<file path="src/rtl/muldiv_pkg.sv">
// Shared definitions for the iterative multiply/divide unit:
// op encodings, control states and the default operand width.
package muldiv_pkg;

  localparam int DEFAULT_WIDTH = 32;

  localparam logic [2:0] OP_MULT  = 3'b000;
  localparam logic [2:0] OP_MULTU = 3'b001;
  localparam logic [2:0] OP_DIV   = 3'b010;
  localparam logic [2:0] OP_DIVU  = 3'b011;
  localparam logic [2:0] OP_MTHI  = 3'b100;
  localparam logic [2:0] OP_MTLO  = 3'b101;

  typedef enum logic [1:0] {
    ST_IDLE = 2'd0,
    ST_MUL  = 2'd1,
    ST_DIV  = 2'd2,
    ST_FIX  = 2'd3
  } state_t;

  // Only meaningful for the four arithmetic ops: bit 0 clear means signed.
  function automatic logic op_is_signed(input logic [2:0] op);
    return (op[0] == 1'b0);
  endfunction

endpackage

</file>
<file path="src/rtl/muldiv_iter_core.sv">
// Unsigned iterative datapath: one shift-add (multiply) or one restoring
// shift-subtract (divide) step per enabled cycle on a 2*WIDTH accumulator.
// Multiply: acc = {product_hi, product_lo}. Divide: acc = {remainder, quotient}.
module muldiv_iter_core #(
  parameter int WIDTH = 32
) (
  input  logic             clock,
  input  logic             reset,
  input  logic             load,
  input  logic             step,
  input  logic             div_mode,
  input  logic [WIDTH-1:0] operand_a,
  input  logic [WIDTH-1:0] operand_b,
  output logic             last,
  output logic [WIDTH-1:0] acc_hi,
  output logic [WIDTH-1:0] acc_lo
);

  localparam int CW = $clog2(WIDTH);

  logic [2*WIDTH-1:0] acc;
  logic [2*WIDTH-1:0] acc_next;
  logic [WIDTH-1:0]   op_b;
  logic [CW-1:0]      count;
  logic [WIDTH:0]     mul_sum;
  logic [WIDTH:0]     div_part;
  logic [WIDTH-1:0]   div_rem;

  // Next accumulator value for a single multiply or divide step.
  always_comb begin
    mul_sum  = {1'b0, acc[2*WIDTH-1:WIDTH]} + (acc[0] ? {1'b0, op_b} : '0);
    div_part = acc[2*WIDTH-1:WIDTH-1];
    // Only used when div_part >= op_b, where the difference fits in WIDTH bits.
    div_rem  = div_part[WIDTH-1:0] - op_b;
    acc_next = {mul_sum, acc[WIDTH-1:1]};
    if (div_mode) begin
      if (div_part >= {1'b0, op_b}) begin
        acc_next = {div_rem, acc[WIDTH-2:0], 1'b1};
      end else begin
        acc_next = {div_part[WIDTH-1:0], acc[WIDTH-2:0], 1'b0};
      end
    end
  end

  // Accumulator, divisor/multiplicand and step counter registers.
  always_ff @(posedge clock) begin
    if (reset) begin
      acc   <= '0;
      op_b  <= '0;
      count <= '0;
    end else if (load) begin
      acc   <= {{WIDTH{1'b0}}, operand_a};
      op_b  <= operand_b;
      count <= '0;
    end else if (step) begin
      acc   <= acc_next;
      count <= count + 1'b1;
    end
  end

  assign last   = (count == CW'(WIDTH - 1));
  assign acc_hi = acc[2*WIDTH-1:WIDTH];
  assign acc_lo = acc[WIDTH-1:0];

endmodule

</file>
<file path="src/rtl/muldiv_unit.sv">
// Iterative multiply/divide unit with HI/LO registers.
// Handshake: i_start is sampled only while o_busy=0; an accepted MULT/DIV
// holds o_busy for WIDTH+1 cycles and then pulses o_done for one cycle,
// in which a new i_start may already be accepted. MTHI/MTLO complete at
// the accept edge with no busy and no done.
// Optional build macro MULDIV_DIV0_FLAG_EN adds o_div_by_zero, which
// pulses with o_done when a divide had a zero divisor.
module muldiv_unit
  import muldiv_pkg::*;
#(
  parameter int WIDTH = DEFAULT_WIDTH
) (
  input  logic             clock,
  input  logic             reset,
  input  logic             i_start,
  input  logic [2:0]       i_op,
  input  logic [WIDTH-1:0] i_operand_a,
  input  logic [WIDTH-1:0] i_operand_b,
  output logic             o_busy,
  output logic             o_done,
  output logic [WIDTH-1:0] o_hi,
  output logic [WIDTH-1:0] o_lo
`ifdef MULDIV_DIV0_FLAG_EN
  ,
  output logic             o_div_by_zero
`endif
);

  state_t state;
  state_t state_next;

  logic             op_mul;
  logic             op_div;
  logic             op_signed;
  logic             load;
  logic             step;
  logic             core_last;
  logic [WIDTH-1:0] core_hi;
  logic [WIDTH-1:0] core_lo;
  logic [WIDTH-1:0] abs_a;
  logic [WIDTH-1:0] abs_b;

  logic             is_div_r;
  logic             neg_q_r;
  logic             neg_r_r;
  logic             div0_r;

  logic [2*WIDTH-1:0] prod_fix;
  logic [WIDTH-1:0]   fix_hi;
  logic [WIDTH-1:0]   fix_lo;

  // Request decode and operand magnitudes for the unsigned core.
  always_comb begin
    op_mul    = (i_op == OP_MULT) || (i_op == OP_MULTU);
    op_div    = (i_op == OP_DIV)  || (i_op == OP_DIVU);
    op_signed = op_is_signed(i_op);
    abs_a     = (op_signed && i_operand_a[WIDTH-1]) ? -i_operand_a : i_operand_a;
    abs_b     = (op_signed && i_operand_b[WIDTH-1]) ? -i_operand_b : i_operand_b;
  end

  // Control FSM: next state and core strobes.
  always_comb begin
    state_next = state;
    load       = 1'b0;
    step       = 1'b0;
    case (state)
      ST_IDLE: begin
        if (i_start && op_mul) begin
          load       = 1'b1;
          state_next = ST_MUL;
        end else if (i_start && op_div) begin
          load       = 1'b1;
          state_next = ST_DIV;
        end
      end
      ST_MUL, ST_DIV: begin
        step = 1'b1;
        if (core_last) begin
          state_next = ST_FIX;
        end
      end
      ST_FIX: begin
        state_next = ST_IDLE;
      end
      default: begin
        state_next = ST_IDLE;
      end
    endcase
  end

  // Sign correction of the unsigned core result; divide by zero forces
  // an all-ones quotient while the remainder restores the dividend.
  always_comb begin
    prod_fix = {core_hi, core_lo};
    if (neg_q_r) begin
      prod_fix = -prod_fix;
    end
    fix_hi = prod_fix[2*WIDTH-1:WIDTH];
    fix_lo = prod_fix[WIDTH-1:0];
    if (is_div_r) begin
      fix_hi = neg_r_r ? -core_hi : core_hi;
      fix_lo = neg_q_r ? -core_lo : core_lo;
      if (div0_r) begin
        fix_lo = '1;
      end
    end
  end

  muldiv_iter_core #(
    .WIDTH(WIDTH)
  ) u_core (
    .clock     (clock),
    .reset     (reset),
    .load      (load),
    .step      (step),
    .div_mode  (is_div_r),
    .operand_a (abs_a),
    .operand_b (abs_b),
    .last      (core_last),
    .acc_hi    (core_hi),
    .acc_lo    (core_lo)
  );

  // State register, operation flags, HI/LO and the done pulse.
  always_ff @(posedge clock) begin
    if (reset) begin
      state    <= ST_IDLE;
      o_done   <= 1'b0;
      o_hi     <= '0;
      o_lo     <= '0;
      is_div_r <= 1'b0;
      neg_q_r  <= 1'b0;
      neg_r_r  <= 1'b0;
      div0_r   <= 1'b0;
`ifdef MULDIV_DIV0_FLAG_EN
      o_div_by_zero <= 1'b0;
`endif
    end else begin
      state  <= state_next;
      o_done <= (state == ST_FIX);
`ifdef MULDIV_DIV0_FLAG_EN
      o_div_by_zero <= (state == ST_FIX) && is_div_r && div0_r;
`endif
      if (load) begin
        is_div_r <= op_div;
        neg_q_r  <= op_signed && (i_operand_a[WIDTH-1] ^ i_operand_b[WIDTH-1]);
        neg_r_r  <= op_signed && i_operand_a[WIDTH-1];
        div0_r   <= op_div && (i_operand_b == '0);
      end
      if (state == ST_FIX) begin
        o_hi <= fix_hi;
        o_lo <= fix_lo;
      end else if (state == ST_IDLE && i_start && i_op == OP_MTHI) begin
        o_hi <= i_operand_a;
      end else if (state == ST_IDLE && i_start && i_op == OP_MTLO) begin
        o_lo <= i_operand_a;
      end
    end
  end

  assign o_busy = (state != ST_IDLE);

endmodule

</file>
<file path="config.mk">
export PLATFORM = sky130hd
export DESIGN_NAME = muldiv_unit
export DESIGN_NICKNAME = d
export VERILOG_FILES = /design/src/rtl/muldiv_pkg.sv /design/src/rtl/muldiv_iter_core.sv /design/src/rtl/muldiv_unit.sv
export SDC_FILE = /design/constraint.sdc
export NUM_CORES = 1
export LEC_CHECK = 0
export BUFFER_PORTS_ARGS = -buffer_cell sky130_fd_sc_hd__buf_2
export CAP_MARGIN = 20
export CORE_MARGIN = 2
export CORE_UTILIZATION = 59
export DETAILED_ROUTE_END_ITERATION = 12
export HOLD_SLACK_MARGIN = 0.15
export PLACE_DENSITY = 0.91
export SLEW_MARGIN = 20
export SYNTH_ARGS = -nofsm -noshare
export SYNTH_HDL_FRONTEND = slang
export SYNTH_SLANG_ARGS = --single-unit
</file>
<file path="constraint.sdc">
create_clock -name clock -period 8.9 [get_ports clock]
set_input_delay 1.78 -clock clock [delete_from_list [all_inputs] [get_ports clock]]
set_output_delay 1.78 -clock clock [all_outputs]
set_load 0.1 [all_outputs]
</file>
==> results.sh <==
export IMPL_outcome="finished, final reports clean"
export IMPL_irDropWorstVdd_v=0.0002608
export IMPL_antenna_found_initial=2
export IMPL_end_kind="register"
export IMPL_firstDrtPassIters=7
export IMPL_postCtsSetupBuffers=0
export IMPL_synth_area_leaders="dfxtp_1, a211oi_1, ha_1, nor2_1, xor2_1"
export IMPL_worst_clock_skew_ns=0.01475
export IMPL_crit_arrival_ns=4.37
export IMPL_drv_slew=0
export IMPL_synth_mux_area_share_pct=4.574
export IMPL_yosysUniqueCellTypes=79
export IMPL_drt_iter0_drc=1881
export IMPL_drc=0
export IMPL_fin_setup_tns_ns=0
export IMPL_cts_hold_buf=0
export IMPL_layout_commonest_cell="nor2_1"
export IMPL_timing_fmax_mhz=246.5
export IMPL_powerDensity_mw_per_mm2=358.5
export IMPL_cp_data_required_time_ns=9.21
export IMPL_rsz0062_at_grt="no"
export IMPL_pre_cts_slack_ns=4.899
export IMPL_power_leakage_nw=6.089
export IMPL_clockRootBuffer="clkbuf_16"
export IMPL_grt_first_pass_wirelength_um=69500
export IMPL_overflow=0
export IMPL_max_slew_margin_rel_pct=30.91
export IMPL_yosysWarnings=0
export IMPL_synth_compound_area_share_pct=29.00
export IMPL_worst_hold_path_type="register to register"
export IMPL_layout_cells_non_filler=2211
export IMPL_cts_tree="done"
export IMPL_worstMarginPinSlew_ns=1.033
export IMPL_synth_nets=1988
export IMPL_design_area_mm2=0.01535
export IMPL_vias=14670
export IMPL_synth_edf_count=0
export IMPL_avgRoutedWirePerCell_um=20.56
export IMPL_synth_fa_ha_area_share_pct=6.679
export IMPL_core_mm2=0.02347
export IMPL_clk_pin_slew_worst_paths_ns=0.07
export IMPL_avgSynthCellArea_um2=7.640
export IMPL_drive_above_1_share_pct=11.84
export IMPL_cts_sinks=172
export IMPL_yosysSeqAreaShare_pct=24.44
export IMPL_initial_utilization_pct=60.02
export IMPL_htreeDepth=4
export IMPL_die_area_mm2=0.02513
export IMPL_synth_top_family_by_area="compound AO/OA/AOI/OAI gates"
export IMPL_final_setup_worst_slack_ns=4.842
export IMPL_clock_latency_ns=0.46
export IMPL_grt_max_degree=96
export IMPL_ys_flop_type="dfxtp_1"
export IMPL_placed_area_mm2=0.01478
export IMPL_gp_congestion=0.9867
export IMPL_synthCells=1844
export IMPL_synthXorXnorAreaFrac_pct=10.07
export IMPL_power_mw=5.503
export IMPL_netlist_area_mm2=0.01409
export IMPL_syn2layout_area_growth_pct=8.971
export IMPL_finish_utilization_pct=65.40
export IMPL_die_w_um=158.5
export IMPL_wl_um=45470
export IMPL_rows=56
export IMPL_period_share_pct=45.59
export IMPL_path_class="register to register"
export IMPL_io_pins=136
export IMPL_placed_cells=2179
export IMPL_grt_pass1_vias=13100
export IMPL_period_minus_slack_ns=4.058
export IMPL_whs_ns=0.4529
export IMPL_grtUsageTotal_pct=35.09
export IMPL_dp_hpwl_um=32300
export IMPL_cts_buffer_depth=2
export IMPL_diodes=0
export IMPL_viasPerCell=6.636
export IMPL_synth_top_area_cell="dfxtp_1"
export IMPL_ys_ff_latch=172
export IMPL_hold_viol=0
export IMPL_final_cell_mix="nor2_1, a211oi_1, dfxtp_1"
export IMPL_nets=2023
export IMPL_cap_violations=0
export IMPL_numCtsBuffers=17
export IMPL_async_flop_share_pct=0
export IMPL_start_kind="register"
export IMPL_fp_dieH_um=158.5
export IMPL_cts_resized_gates=0
export IMPL_port_buffers=135
export IMPL_crit_fanout=29
export IMPL_antenna_left=0
export IMPL_yosys_area_share_simple_pct=19.89
export IMPL_setup_viol=0
export IMPL_synth_top_area_share_pct=24.44
-- critical path: stages, from the launching register on --
cell	delay (ns)
dfxtp_1	0.59
ha_1	0.38
a21oi_1	0.25
o21ai_0	0.14
nor2b_1	0.16
o311ai_1	0.35
nand3_1	0.27
a21oi_4	0.59
buf_4	0.47
mux2_2	0.39
a211oi_1	0.24
nor3_1	0.07
-- per-layer routing --
layer / up-vias / routed length (um) / global-route usage [%]
met1: 6744 / 17880 / 44.93
li1: 6804 / - / -
met5: - / 27 / 0
met3: 162 / 4535 / 6.179
met4: 4 / 2598 / 19.78
met2: 958 / 20430 / 55.86
-- cells by family after synthesis --
logic type      count (synthesis)
fa+ha+maj                      74
xor+xnor                      162
buf+inv                       196
compound gates                615
flops                         172
simple gates                  562
mux                            63
-- final timing paths --
check                           slack [ns]            start              end  depth (start not counted)
worst max register to register        4.84   u_core.acc[47]   u_core.acc[50]                         11
worst max-delay path                  4.84   u_core.acc[47]   u_core.acc[50]                         11
worst min-delay path                  0.45  u_core.op_b[22]  u_core.op_b[22]                          2
worst min register to register        0.45  u_core.op_b[22]  u_core.op_b[22]                          2
-- Yosys cell counts, drive strengths merged, types with 5 or more instances --
master / n
o22ai: 9
mux2i: 52
nor4: 15
ha: 72
o31ai: 19
nand3: 22
nand2: 98
o21bai: 8
o41ai: 9
or2: 5
or4: 10
o21ai: 107
mux2: 11
a211oi: 190
and3: 16
xnor2: 76
a311oi: 16
a21oi: 146
and2: 40
nor2b: 37
clkbuf: 121
buf: 12
a221oi: 7
xor2: 86
nor3: 35
nand4: 15
nand2b: 23
dfxtp: 172
o21a: 6
inv: 62
o211ai: 12
a21o: 37
nor3b: 8
a31oi: 12
or3: 28
nor2: 205
-- report_power, final --
part | internal (mW) | total [mW] | switching (mW) | leakage, nW
Combinational | 1.28 | 3.55 | 2.27 | 4.43
Clock | 0.368 | 0.735 | 0.367 | 0.258
Sequential | 0.934 | 1.22 | 0.285 | 1.40
-- sequential cells by signal (all words and copies together) (netlist names) --
register	flops
state	2
div0_r	1
u_core.acc	64
o_lo	32
u_core.op_b	32
is_div_r	1
o_hi	32
u_core.count	5
neg_r_r	1
neg_q_r	1
o_done	1
-- layout make-up --
cell class / instances / area, um^2
Sequential cell: 172 / 3447
Multi-Input combinational cell: 1476 / 9922
Inverter: 63 / 236.5
Tap cell: 319 / 399.1
Timing Repair Buffer: 149 / 783.3
Clock buffer: 18 / 429.2
Fill cell: 1851 / 8122
Clock inverter: 14 / 133.9
No activity file was read; power rests on OpenSTA's default activity.
